`src/rtl/io_map_pkg.sv`:
```
// Address map and seven-segment glyph table shared by the LED/switch/display peripheral.
// Segment codes are active-low {dp,g,f,e,d,c,b,a} with dp always off.
package io_map_pkg;

  localparam logic [31:0] LED_ADDR       = 32'hFFFF_FC60;
  localparam logic [31:0] SW_ADDR        = 32'hFFFF_FC70;
  localparam logic [31:0] SEG_LO_ADDR    = 32'hFFFF_FC80;
  localparam logic [31:0] SEG_HI_ADDR    = 32'hFFFF_FC84;
  localparam logic [31:0] SEG_BLANK_ADDR = 32'hFFFF_FC88;

  function automatic logic [7:0] hex_to_seg(input logic [3:0] nib);
    logic [7:0] seg;
    case (nib)
      4'h0: seg = 8'hC0;
      4'h1: seg = 8'hF9;
      4'h2: seg = 8'hA4;
      4'h3: seg = 8'hB0;
      4'h4: seg = 8'h99;
      4'h5: seg = 8'h92;
      4'h6: seg = 8'h82;
      4'h7: seg = 8'hF8;
      4'h8: seg = 8'h80;
      4'h9: seg = 8'h90;
      4'hA: seg = 8'h88;
      4'hB: seg = 8'h83;
      4'hC: seg = 8'hC6;
      4'hD: seg = 8'hA1;
      4'hE: seg = 8'h86;
      default: seg = 8'h8E;
    endcase
    return seg;
  endfunction

endpackage

```
`src/rtl/io_led_seg_ctrl_if.sv`:
```
// CPU-side IO bus between the memory/IO mux and the LED/segment peripheral.
// The mux side is master; the peripheral returns combinational read data.
interface io_led_seg_ctrl_if;
  logic        led_ctrl;
  logic        switch_ctrl;
  logic [31:0] addr;
  logic [15:0] wdata;
  logic [15:0] io_rdata;

  modport master (output led_ctrl, switch_ctrl, addr, wdata, input io_rdata);
  modport slave  (input led_ctrl, switch_ctrl, addr, wdata, output io_rdata);
endinterface

```
`src/rtl/sw_debounce.sv`:
```
// Two-flop synchronizer plus shared-counter debounce for the 16 board switches.
// A step reaches sw_db 2 + DEBOUNCE_CYC cycles after it appears on sw_raw.
module sw_debounce #(
  parameter int DEBOUNCE_CYC = 200000
) (
  input  logic        clk,
  input  logic        rst,
  input  logic [15:0] sw_raw,
  output logic [15:0] sw_db
);
  localparam int CW = (DEBOUNCE_CYC > 2) ? $clog2(DEBOUNCE_CYC) : 1;
  localparam logic [CW-1:0] CNT_MAX = CW'(DEBOUNCE_CYC - 1);

  logic [15:0]   sw_meta;
  logic [15:0]   sw_sync;
  logic [CW-1:0] deb_cnt;
  logic          changed;

  // Comparing against the first stage flags an edge of sw_sync as it happens,
  // so a saturated counter never accepts the very value that just arrived.
  assign changed = (sw_meta != sw_sync);

  always_ff @(posedge clk or posedge rst) begin
    if (rst) begin
      sw_meta <= '0;
      sw_sync <= '0;
      deb_cnt <= '0;
      sw_db   <= '0;
    end else begin
      sw_meta <= sw_raw;
      sw_sync <= sw_meta;
      if (changed)
        deb_cnt <= '0;
      else if (deb_cnt != CNT_MAX)
        deb_cnt <= deb_cnt + 1'b1;
      if (!changed && deb_cnt == CNT_MAX)
        sw_db <= sw_sync;
    end
  end
endmodule

```
`src/rtl/io_led_seg_ctrl.sv`:
```
// Memory-mapped LED, switch and 8-digit seven-segment peripheral.
// Writes land on the strobe edge; reads are combinational from current state.
module io_led_seg_ctrl
  import io_map_pkg::*;
#(
  parameter int SCAN_DIV     = 100000,
  parameter int DEBOUNCE_CYC = 200000
) (
  input  logic               clk,
  input  logic               rst,
  io_led_seg_ctrl_if.slave   bus,
  input  logic [15:0]        sw_raw,
  output logic [15:0]        led,
  output logic [7:0]         seg_an,
  output logic [7:0]         seg_out
);
  localparam int SW = (SCAN_DIV > 2) ? $clog2(SCAN_DIV) : 1;
  localparam logic [SW-1:0] SCAN_MAX = SW'(SCAN_DIV - 1);

  logic [15:0]   seg_lo;
  logic [15:0]   seg_hi;
  logic [7:0]    blank;
  logic [15:0]   sw_db;
  logic [SW-1:0] scan_cnt;
  logic [2:0]    dig;
  logic [31:0]   seg_all;
  logic [3:0]    nib;
  logic [15:0]   rdata;

  sw_debounce #(.DEBOUNCE_CYC(DEBOUNCE_CYC)) u_sw_debounce (
    .clk    (clk),
    .rst    (rst),
    .sw_raw (sw_raw),
    .sw_db  (sw_db)
  );

  always_ff @(posedge clk or posedge rst) begin
    if (rst) begin
      led    <= '0;
      seg_lo <= '0;
      seg_hi <= '0;
      blank  <= 8'hFF;
    end else if (bus.led_ctrl) begin
      case (bus.addr)
        LED_ADDR:       led    <= bus.wdata;
        SEG_LO_ADDR:    seg_lo <= bus.wdata;
        SEG_HI_ADDR:    seg_hi <= bus.wdata;
        SEG_BLANK_ADDR: blank  <= bus.wdata[7:0];
        default: ;
      endcase
    end
  end

  always_comb begin
    rdata = '0;
    if (bus.switch_ctrl) begin
      case (bus.addr)
        LED_ADDR:       rdata = led;
        SW_ADDR:        rdata = sw_db;
        SEG_LO_ADDR:    rdata = seg_lo;
        SEG_HI_ADDR:    rdata = seg_hi;
        SEG_BLANK_ADDR: rdata = {8'h00, blank};
        default:        rdata = '0;
      endcase
    end
  end
  assign bus.io_rdata = rdata;

  always_ff @(posedge clk or posedge rst) begin
    if (rst) begin
      scan_cnt <= '0;
      dig      <= '0;
    end else if (scan_cnt == SCAN_MAX) begin
      scan_cnt <= '0;
      dig      <= dig + 3'd1;
    end else begin
      scan_cnt <= scan_cnt + 1'b1;
    end
  end

  assign seg_all = {seg_hi, seg_lo};
  assign nib     = seg_all[{dig, 2'b00} +: 4];

  always_comb begin
    seg_an  = 8'hFF;
    seg_out = 8'hFF;
    if (!blank[dig]) begin
      seg_an[dig] = 1'b0;
      seg_out     = hex_to_seg(nib);
    end
  end
endmodule

```
`src/flat_wrapper.sv`:
```
// flat-port wrapper written by rule: the top's interface ports become plain ports
module io_led_seg_ctrl_flat import io_map_pkg::*;
#(
  parameter int SCAN_DIV     = 100000,
  parameter int DEBOUNCE_CYC = 200000
)
  (clk, rst, sw_raw, led, seg_an, seg_out, bus_led_ctrl, bus_switch_ctrl, bus_addr, bus_wdata, bus_io_rdata);
  io_led_seg_ctrl_if bus_i ();
  input  logic clk;
  input  logic rst;
  input  logic [15:0] sw_raw;
  output logic [15:0] led;
  output logic [7:0] seg_an;
  output logic [7:0] seg_out;
  input wire logic [$bits(bus_i.led_ctrl)-1:0] bus_led_ctrl;
  input wire logic [$bits(bus_i.switch_ctrl)-1:0] bus_switch_ctrl;
  input wire logic [$bits(bus_i.addr)-1:0] bus_addr;
  input wire logic [$bits(bus_i.wdata)-1:0] bus_wdata;
  output wire logic [$bits(bus_i.io_rdata)-1:0] bus_io_rdata;
  assign bus_i.led_ctrl = bus_led_ctrl;
  assign bus_i.switch_ctrl = bus_switch_ctrl;
  assign bus_i.addr = bus_addr;
  assign bus_i.wdata = bus_wdata;
  assign bus_io_rdata = bus_i.io_rdata;
  io_led_seg_ctrl #(.SCAN_DIV(SCAN_DIV), .DEBOUNCE_CYC(DEBOUNCE_CYC)) u_core (.clk(clk), .rst(rst), .bus(bus_i), .sw_raw(sw_raw), .led(led), .seg_an(seg_an), .seg_out(seg_out));
endmodule
```
`config.mk`:
```
export PLATFORM = sky130hd
export DESIGN_NAME = io_led_seg_ctrl_flat
export DESIGN_NICKNAME = d
export VERILOG_FILES = /design/src/rtl/io_map_pkg.sv /design/src/rtl/io_led_seg_ctrl_if.sv /design/src/rtl/sw_debounce.sv /design/src/rtl/io_led_seg_ctrl.sv /design/src/flat_wrapper.sv
export SDC_FILE = /design/constraint.sdc
export NUM_CORES = 1
export LEC_CHECK = 0
export CAP_MARGIN = 10
export CORE_MARGIN = 8
export CORE_UTILIZATION = 50
export CTS_CLUSTER_DIAMETER = 60
export DETAILED_ROUTE_END_ITERATION = 10
export DONT_BUFFER_PORTS = 1
export GPL_TIMING_DRIVEN = 0
export SLEW_MARGIN = 25
export SYNTH_ARGS = -nofsm -noshare
export SYNTH_HDL_FRONTEND = slang
export SYNTH_SLANG_ARGS = --single-unit
```
`constraint.sdc`:
```
create_clock -name clk -period 10.14 [get_ports clk]
set_input_delay 0.507 -clock clk [delete_from_list [all_inputs] [get_ports clk]]
set_output_delay 0.507 -clock clk [all_outputs]
set_load 0.02 [all_outputs]
```
==> results.toml, run 1 <==
[run_status]
status = "completed"

[routing]
drc = 0
drt-vias-per-instance = 6.01
detail_route.first_pass.iterations = 5
postRouteAntennaNets = 0
detail_route.wl_per_cell_um = 22.6
detailed_route_wl_um = 17700
detailedRoute.firstIterationViolations = 273
route.vias.total = 4696

[setup_path]
cp.required_ns = 9.63
critical_path_class = "flop to output port"
critical_path.endpoint_type = "output port"
r2r_setup_slack_ns = 7.40
worstPathMaxFanout = 10
crit_path_start_kind = "flop"
ff2ff_path_depth = 7
critical_path_arrival_ns = 4.39

[sta]
worst_case_headroom_to_the_max_slew_limit_pct = 33.6
timing_worst_slew_pin_value_ns = 0.988
setup_repair_after_global_routing_missed_its_margin = "no"
finalWorstPathRequiredPeriod_ns = 4.90
setup_violations = 0
whs_ns = 0.104
hold_violations = 0
achievable_frequency_mhz = 204
final-max-slew-violation-count = 0
layout_worst_path_cycle_share_pct = 48.3
fin_skew_ns = 0.00819
setup_tns_ns = 0

[floorplan]
design.die.area_um2 = 17800
floorplan.initialDensity_pct = 50.4
std_cell_rows = 43
ioPinCount = 116
die_height_um = 133
design.core.area_um2 = 13700
die_w_um = 133

[placed_design]
dp_cells = 748
place_congestion = 0.832
dp.final_hpwl_um = 12900
detailed_place.area_um2 = 7150
port_buffers = 0

[synth]
synthTopCellsByArea = "sky130_fd_sc_hd__dfrtp_1, sky130_fd_sc_hd__mux2_2, sky130_fd_sc_hd__xor2_1"
register_area_share_after_synthesis_pct = 51.7
synth.lib_cells_used.distinct = 60
syn_nets = 644
post-synth-top-area-cell = "sky130_fd_sc_hd__dfrtp_1"
post_synth_instance_area_um2 = 6890
post_synthesis_share_of_cell_area_spent_on_xor_and_xnor_gates_pct = 5.60
synth_compound_gate_area_share_pct = 6.72
post_synth_mux_area_share_pct = 17.7
synth_top_cells_by_count = "sky130_fd_sc_hd__dfrtp_1, sky130_fd_sc_hd__mux2_2, sky130_fd_sc_hd__nand2_1"
synth_edf_count = 0
post_syn_area_per_cell_um2 = 12.1
yosys_warnings = 0
synth_async_sr_flop_share_pct = 100
post_synth_inst_count = 567
synth_ff_type = "sky130_fd_sc_hd__dfrtp_1"
synth_top_area_share_pct = 48.7
synth_fa_ha_area_share_pct = 1.64
synth-seq-cells = 142
synth.most_common_cell = "sky130_fd_sc_hd__dfrtp_1"
dominant_combinational_cell_family_by_area_after_synthesis = "multiplexers"
simple_gate_share_of_the_synthesized_area_pct = 14.2

[clock_tree]
clkLatencyLatePin_ns = 0.43
clkSinkCount = 142
clkSlewWorstSetupHoldPaths_ns = 0.06
worst_case_clock_buffer_depth = 2
tritoncts.num_buffers = 17
cts-htree-levels = 4
root_buffer = "sky130_fd_sc_hd__clkbuf_16"
post_cts_resize_count = 0
tritoncts = "yes"

[layout]
layout_cell_share_with_drive_strength_beyond_1_pct = 26.6
regArea_um2 = 3560
layout_overhead_on_the_synthesized_area_pct = 12.8
final_area_um2 = 7770
multiInputGateArea_um2 = 3180
nNetsFinal = 665
final_cells = 781
num-fill-cells = 1179
num_antenna_cells = 0

[pwr]
share_seq_of_total_power_pct = 47.0
power_leakage_uw = 0.00334
swShare_pct = 21.1
pwr_cell_area_nw_per_um2 = 158
p_int_uw = 972
netSwitchingPower_uw = 259
combinationalPowerShare_pct = 1.9
ir_worst_vdd_mv = 0.107
clockPowerShare_pct = 51.1
design_power_total_uw = 1230

[global_routing]
grt_first_pass_wirelength_um = 27400
grt_antenna_before_repair = 0
first_global_vias = 4761
global_route.usage.total_pct = 20.3
grt-ovfl-total = 0
grt_start_max_net_pins = 99

[flow_run]
cap_violations = 0

[min_path]
hold_class = "primary input to flop"
timing.hold.worst_path_depth = 0
[final timing paths]
| path | to | from |
|---|---|---|
| min in group asynchronous | u_core.u_sw_debounce.deb_cnt[10] | rst |
| hold / removal | u_core.u_sw_debounce.sw_meta[12] | sw_raw[12] |
| hold reg to reg | u_core.u_sw_debounce.sw_sync[4] | u_core.u_sw_debounce.sw_meta[4] |
| max in group asynchronous | u_core.u_sw_debounce.deb_cnt[16] | rst |
| setup / recovery | seg_out[3] | u_core.dig[0] |
| setup reg to reg | u_core.u_sw_debounce.sw_db[6] | u_core.u_sw_debounce.sw_sync[0] |
[final cells by class]
class	count	share of cell area (%)
buffer	25	1.61
clock buffer	21	5.80
clock inverter	11	1.82
inverter	10	0.580
multi-input combinational	390	40.9
sequential	142	45.9
tap	180	2.90
timing repair buffer	2	0.483
[registers in the layout, indices dropped and copies added (netlist names)]
signal / cells
u_core.u_sw_debounce.deb_cnt: 18
u_core.u_sw_debounce.sw_db: 16
u_core.seg_lo: 16
u_core.scan_cnt: 17
u_core.blank: 8
u_core.u_sw_debounce.sw_sync: 16
u_core.dig: 3
u_core.u_sw_debounce.sw_meta: 16
u_core.led: 16
u_core.seg_hi: 16
[what timing repair did]
action,in CTS,in global routing
hold buffers,1,0
setup buffers,0,0
hold endpoints to repair,44,0
[kinds of logic (layout without fill, tap and decap cells)]
| kind of cell | after synthesis | after routing |
|---|---|---|
| muxes | 100 | 100 |
| other | 1 | 1 |
| DFF | 142 | 142 |
| buffers and inverters | 35 | 69 |
| adders and majority gates | 9 | 9 |
| and+or+nand+nor | 171 | 171 |
| AOI/OAI and AO/OA | 65 | 65 |
| xor gates and xnor gates | 44 | 44 |
[metrics by stage]
stage | util (%) | worst slack, ns
3_3_place_gp | 52.0 | 4.40
5_1_grt | 56.8 | 5.07
3_5_place_dp | 52.3 | 5.80
6_report | 56.8 | 5.24
4_1_cts | 56.7 | 5.29
2_1_floorplan | - | 5.84
[critical path: stages, from the launching register on]
cell and delay (ns):
sky130_fd_sc_hd__dfrtp_1 0.34, sky130_fd_sc_hd__clkbuf_1 0.61, sky130_fd_sc_hd__clkbuf_1 0.60, sky130_fd_sc_hd__mux4_2 0.61
sky130_fd_sc_hd__mux2i_1 0.51, sky130_fd_sc_hd__inv_1 0.17, sky130_fd_sc_hd__ha_1 0.28, sky130_fd_sc_hd__mux4_2 0.48
sky130_fd_sc_hd__or2_2 0.35
[power by group through the flow]
| stage | clock network, µW | registers (µW) | logic, µW |
|---|---|---|---|
| detailed placement | 0 | 589 | 23.8 |
| global placement | 0 | 589 | 21.7 |
| CTS | 638 | 579 | 24.5 |
| finish | 629 | 578 | 23.8 |
| floorplan | 0 | 587 | 17.1 |
| global route | 661 | 579 | 27.4 |
[layer usage]
layer  GRT usage, %  up-vias  part of all wire (%)
li1               -     2125                     -
met1           24.5     2367                    40
met2           31.3      171                    47
met3           7.98       33                   9.7
met4           9.30        0                   2.6
met5              0        -                     0
[cell usage in the layout, fill, tap and decap left out, types with 5 or more instances in the layout]
master / n
sky130_fd_sc_hd__mux2i_1: 7
sky130_fd_sc_hd__o21ai_0: 5
sky130_fd_sc_hd__clkbuf_16: 17
sky130_fd_sc_hd__clkbuf_1: 18
sky130_fd_sc_hd__mux4_2: 9
sky130_fd_sc_hd__a22oi_1: 10
sky130_fd_sc_hd__a31oi_1: 8
sky130_fd_sc_hd__nand3_1: 14
sky130_fd_sc_hd__nand2_1: 43
sky130_fd_sc_hd__nor2_1: 33
sky130_fd_sc_hd__inv_1: 9
sky130_fd_sc_hd__mux2_2: 84
sky130_fd_sc_hd__dfstp_2: 8
sky130_fd_sc_hd__a21oi_1: 14
sky130_fd_sc_hd__nor4_1: 6
sky130_fd_sc_hd__ha_1: 9
sky130_fd_sc_hd__or3_1: 7
sky130_fd_sc_hd__a22o_1: 13
sky130_fd_sc_hd__xnor2_1: 12
sky130_fd_sc_hd__xor2_1: 32
sky130_fd_sc_hd__nand4_1: 27
sky130_fd_sc_hd__dfrtp_1: 134
Power figures use the tool's default switching activity.
==> run 2: changes to the inputs <==
--- a/config.mk
+++ b/config.mk
@@ -12,6 +12,7 @@
 export DETAILED_ROUTE_END_ITERATION = 10
 export DONT_BUFFER_PORTS = 1
 export GPL_TIMING_DRIVEN = 0
+export PLACE_DENSITY = 0.68
 export SLEW_MARGIN = 25
 export SYNTH_ARGS = -nofsm -noshare
 export SYNTH_HDL_FRONTEND = slang
==> constraint.sdc (replaced) <==
create_clock -name clk -period 4.1 [get_ports clk]
set_input_delay 0.205 -clock clk [delete_from_list [all_inputs] [get_ports clk]]
set_output_delay 0.205 -clock clk [all_outputs]
set_load 0.02 [all_outputs]
==> results.toml, run 2 (same netlist as run 1, synthesis figures left out) <==
[layout]
nNetsFinal = 697
num_antenna_cells = 0
mostFrequentLayoutCells = "sky130_fd_sc_hd__dfrtp_1, sky130_fd_sc_hd__mux2_2, sky130_fd_sc_hd__nand2_1"
reg.largest.list = "u_core.u_sw_debounce.deb_cnt x18, u_core.scan_cnt x17"
final_area_um2 = 8050
final_cells = 813
layout_cell_share_with_drive_strength_beyond_1_pct = 25.8
layout_commonest_cell = "sky130_fd_sc_hd__dfrtp_1"
regMostFlops = "u_core.u_sw_debounce.deb_cnt"
largest_register_ff_count = 18
layout_overhead_on_the_synthesized_area_pct = 16.9

[floorplan]
floorplan.initialDensity_pct = 50.4
die_height_um = 133
die_w_um = 133
std_cell_rows = 43
design.core.area_um2 = 13700
design.die.area_um2 = 17800
ioPinCount = 116

[global_routing]
grt_antenna_before_repair = 0
grt_first_pass_wirelength_um = 26800
grt_start_max_net_pins = 75
first_global_vias = 4858
global_route.usage.total_pct = 19.2
grt-ovfl-total = 0

[setup_path]
critical-path-max-stage-delay_ns = 0.52
critical_path_class = "flop to output port"
cpMaxStageDelayCell = "sky130_fd_sc_hd__clkbuf_1"
worstPathMaxFanout = 10
cp.required_ns = 3.89
timing.critical_path.max_delay_family = "multiplexers"
critical_path.endpoint_type = "output port"
path_cells = "clkbuf_1 -> clkbuf_1 -> mux4_2 -> mux2i_1 -> inv_1 -> ha_1 -> mux4_2 -> or2_2"
critical_path_buf_inv_count = 3
crit_path_start_kind = "flop"
critical_path_arrival_ns = 3.74

[placed_design]
detailed_place.area_um2 = 7150
place_congestion = 0.860
dp.final_hpwl_um = 12600
port_buffers = 0
dp_worst_setup_slack_ns = 0.264
dp_cells = 748

[clock_tree]
tritoncts = "yes"
cts_post_setup_buffers_inserted = 0
tritoncts.num_buffers = 17
clkLatencyLatePin_ns = 0.41
worst_case_clock_buffer_depth = 2
clkSinkCount = 142
cts-htree-levels = 4
root_buffer = "sky130_fd_sc_hd__clkbuf_16"
clkSlewWorstSetupHoldPaths_ns = 0.06

[run_status]
status = "completed"

[pwr]
ir_worst_vdd_mv = 0.267
power_leakage_uw = 0.00346
pwr_cell_area_nw_per_um2 = 365

[routing]
postRouteAntennaNets = 0
detail_route.wl_per_cell_um = 20.9
detail_route.first_pass.iterations = 5
drc = 0
drt-vias-per-instance = 6.01
detailedRoute.firstIterationViolations = 369
detailed_route_wl_um = 17000
route.vias.total = 4884

[sta]
fin_skew_ns = 0.00509
hold_violations = 0
setup_violations = 0
timing_worst_slew_pin_value_ns = 1.05
finalWorstPathRequiredPeriod_ns = 3.95
worst_case_headroom_to_the_max_slew_limit_pct = 30.1
layout_worst_path_cycle_share_pct = 96.3
final-max-slew-violation-count = 0
achievable_frequency_mhz = 253
setup_repair_after_global_routing_missed_its_margin = "no"
finalWorstSetupSlack_ns = 0.153

[flow_run]
cap_violations = 0

[min_path]
hold_class = "primary input to flop"
==> run 2: cell count changes in the layout (fill, tap and decap cells not counted), sizes merged <==
cell	change
dlygate4sd3	+32
clkbuf	+3
bufinv	-3
inv	+1
clkinvlp	-1
==> run 2: final timing paths <==
path | slack, ns | depth (start not counted) | start | end
worst max-delay path | 0.15 | 8 | u_core.dig[2] | seg_out[3]
worst min-delay path | 0.11 | 2 | bus_led_ctrl | u_core.blank[5]
worst max register to register | 1.43 | 7 | u_core.u_sw_debounce.sw_sync[3] | u_core.u_sw_debounce.sw_db[4]
worst min register to register | 0.39 | 0 | u_core.u_sw_debounce.sw_meta[4] | u_core.u_sw_debounce.sw_sync[4]
max in group asynchronous | 3.06 | 3 | rst | u_core.u_sw_debounce.sw_db[2]
min in group asynchronous | 0.34 | 2 | rst | u_core.led[13]
==> run 2: metal layers <==
layer	global-route usage (%)	wire (µm)	vias up
li1	-	-	2193
met1	22.9	6820	2440
met2	30.2	8040	215
met3	7.08	1570	36
met4	9.48	583	0
met5	0	0	-
==> run 2: timing repair <==
action / 4_1_cts / 5_1_grt
hold buffers: 33 / 0
endpoints found under the setup margin: 2 / 1
endpoints found under the hold margin: 132 / 0
gates resized for setup: 1 / 2
pin swaps: 0 / 0
==> run 2: metrics by stage <==
step / util [%] / hold slack [ns] / power, µW / TNS, ns
finish: 58.9 / 0.107 / 2940 / 0
global route: 58.9 / 0.0830 / 3040 / 0
CTS: 58.8 / 0.0817 / 2970 / 0
detailed placement: 52.3 / 0.143 / 1510 / 0
global placement: 52.0 / 0.237 / 1510 / -170.29
floorplan: - / 0.236 / 1490 / 0
==> run 2: where the power goes <==
group / internal (µW) / switching [µW]
combinational: 37.2 / 51.6
sequential: 1420 / 12.3
clock: 854 / 564
==> run 2: cell type report <==
cell class | instances | area, µm²
clock buffers | 24 | 502
inverters | 10 | 45.0
fillers | 1119 | 5620
multi-input cells | 390 | 3170
well taps | 180 | 225
flip-flops and latches | 142 | 3560
repair buffers | 34 | 358
plain buffers | 25 | 128
clock inverters | 8 | 56.3
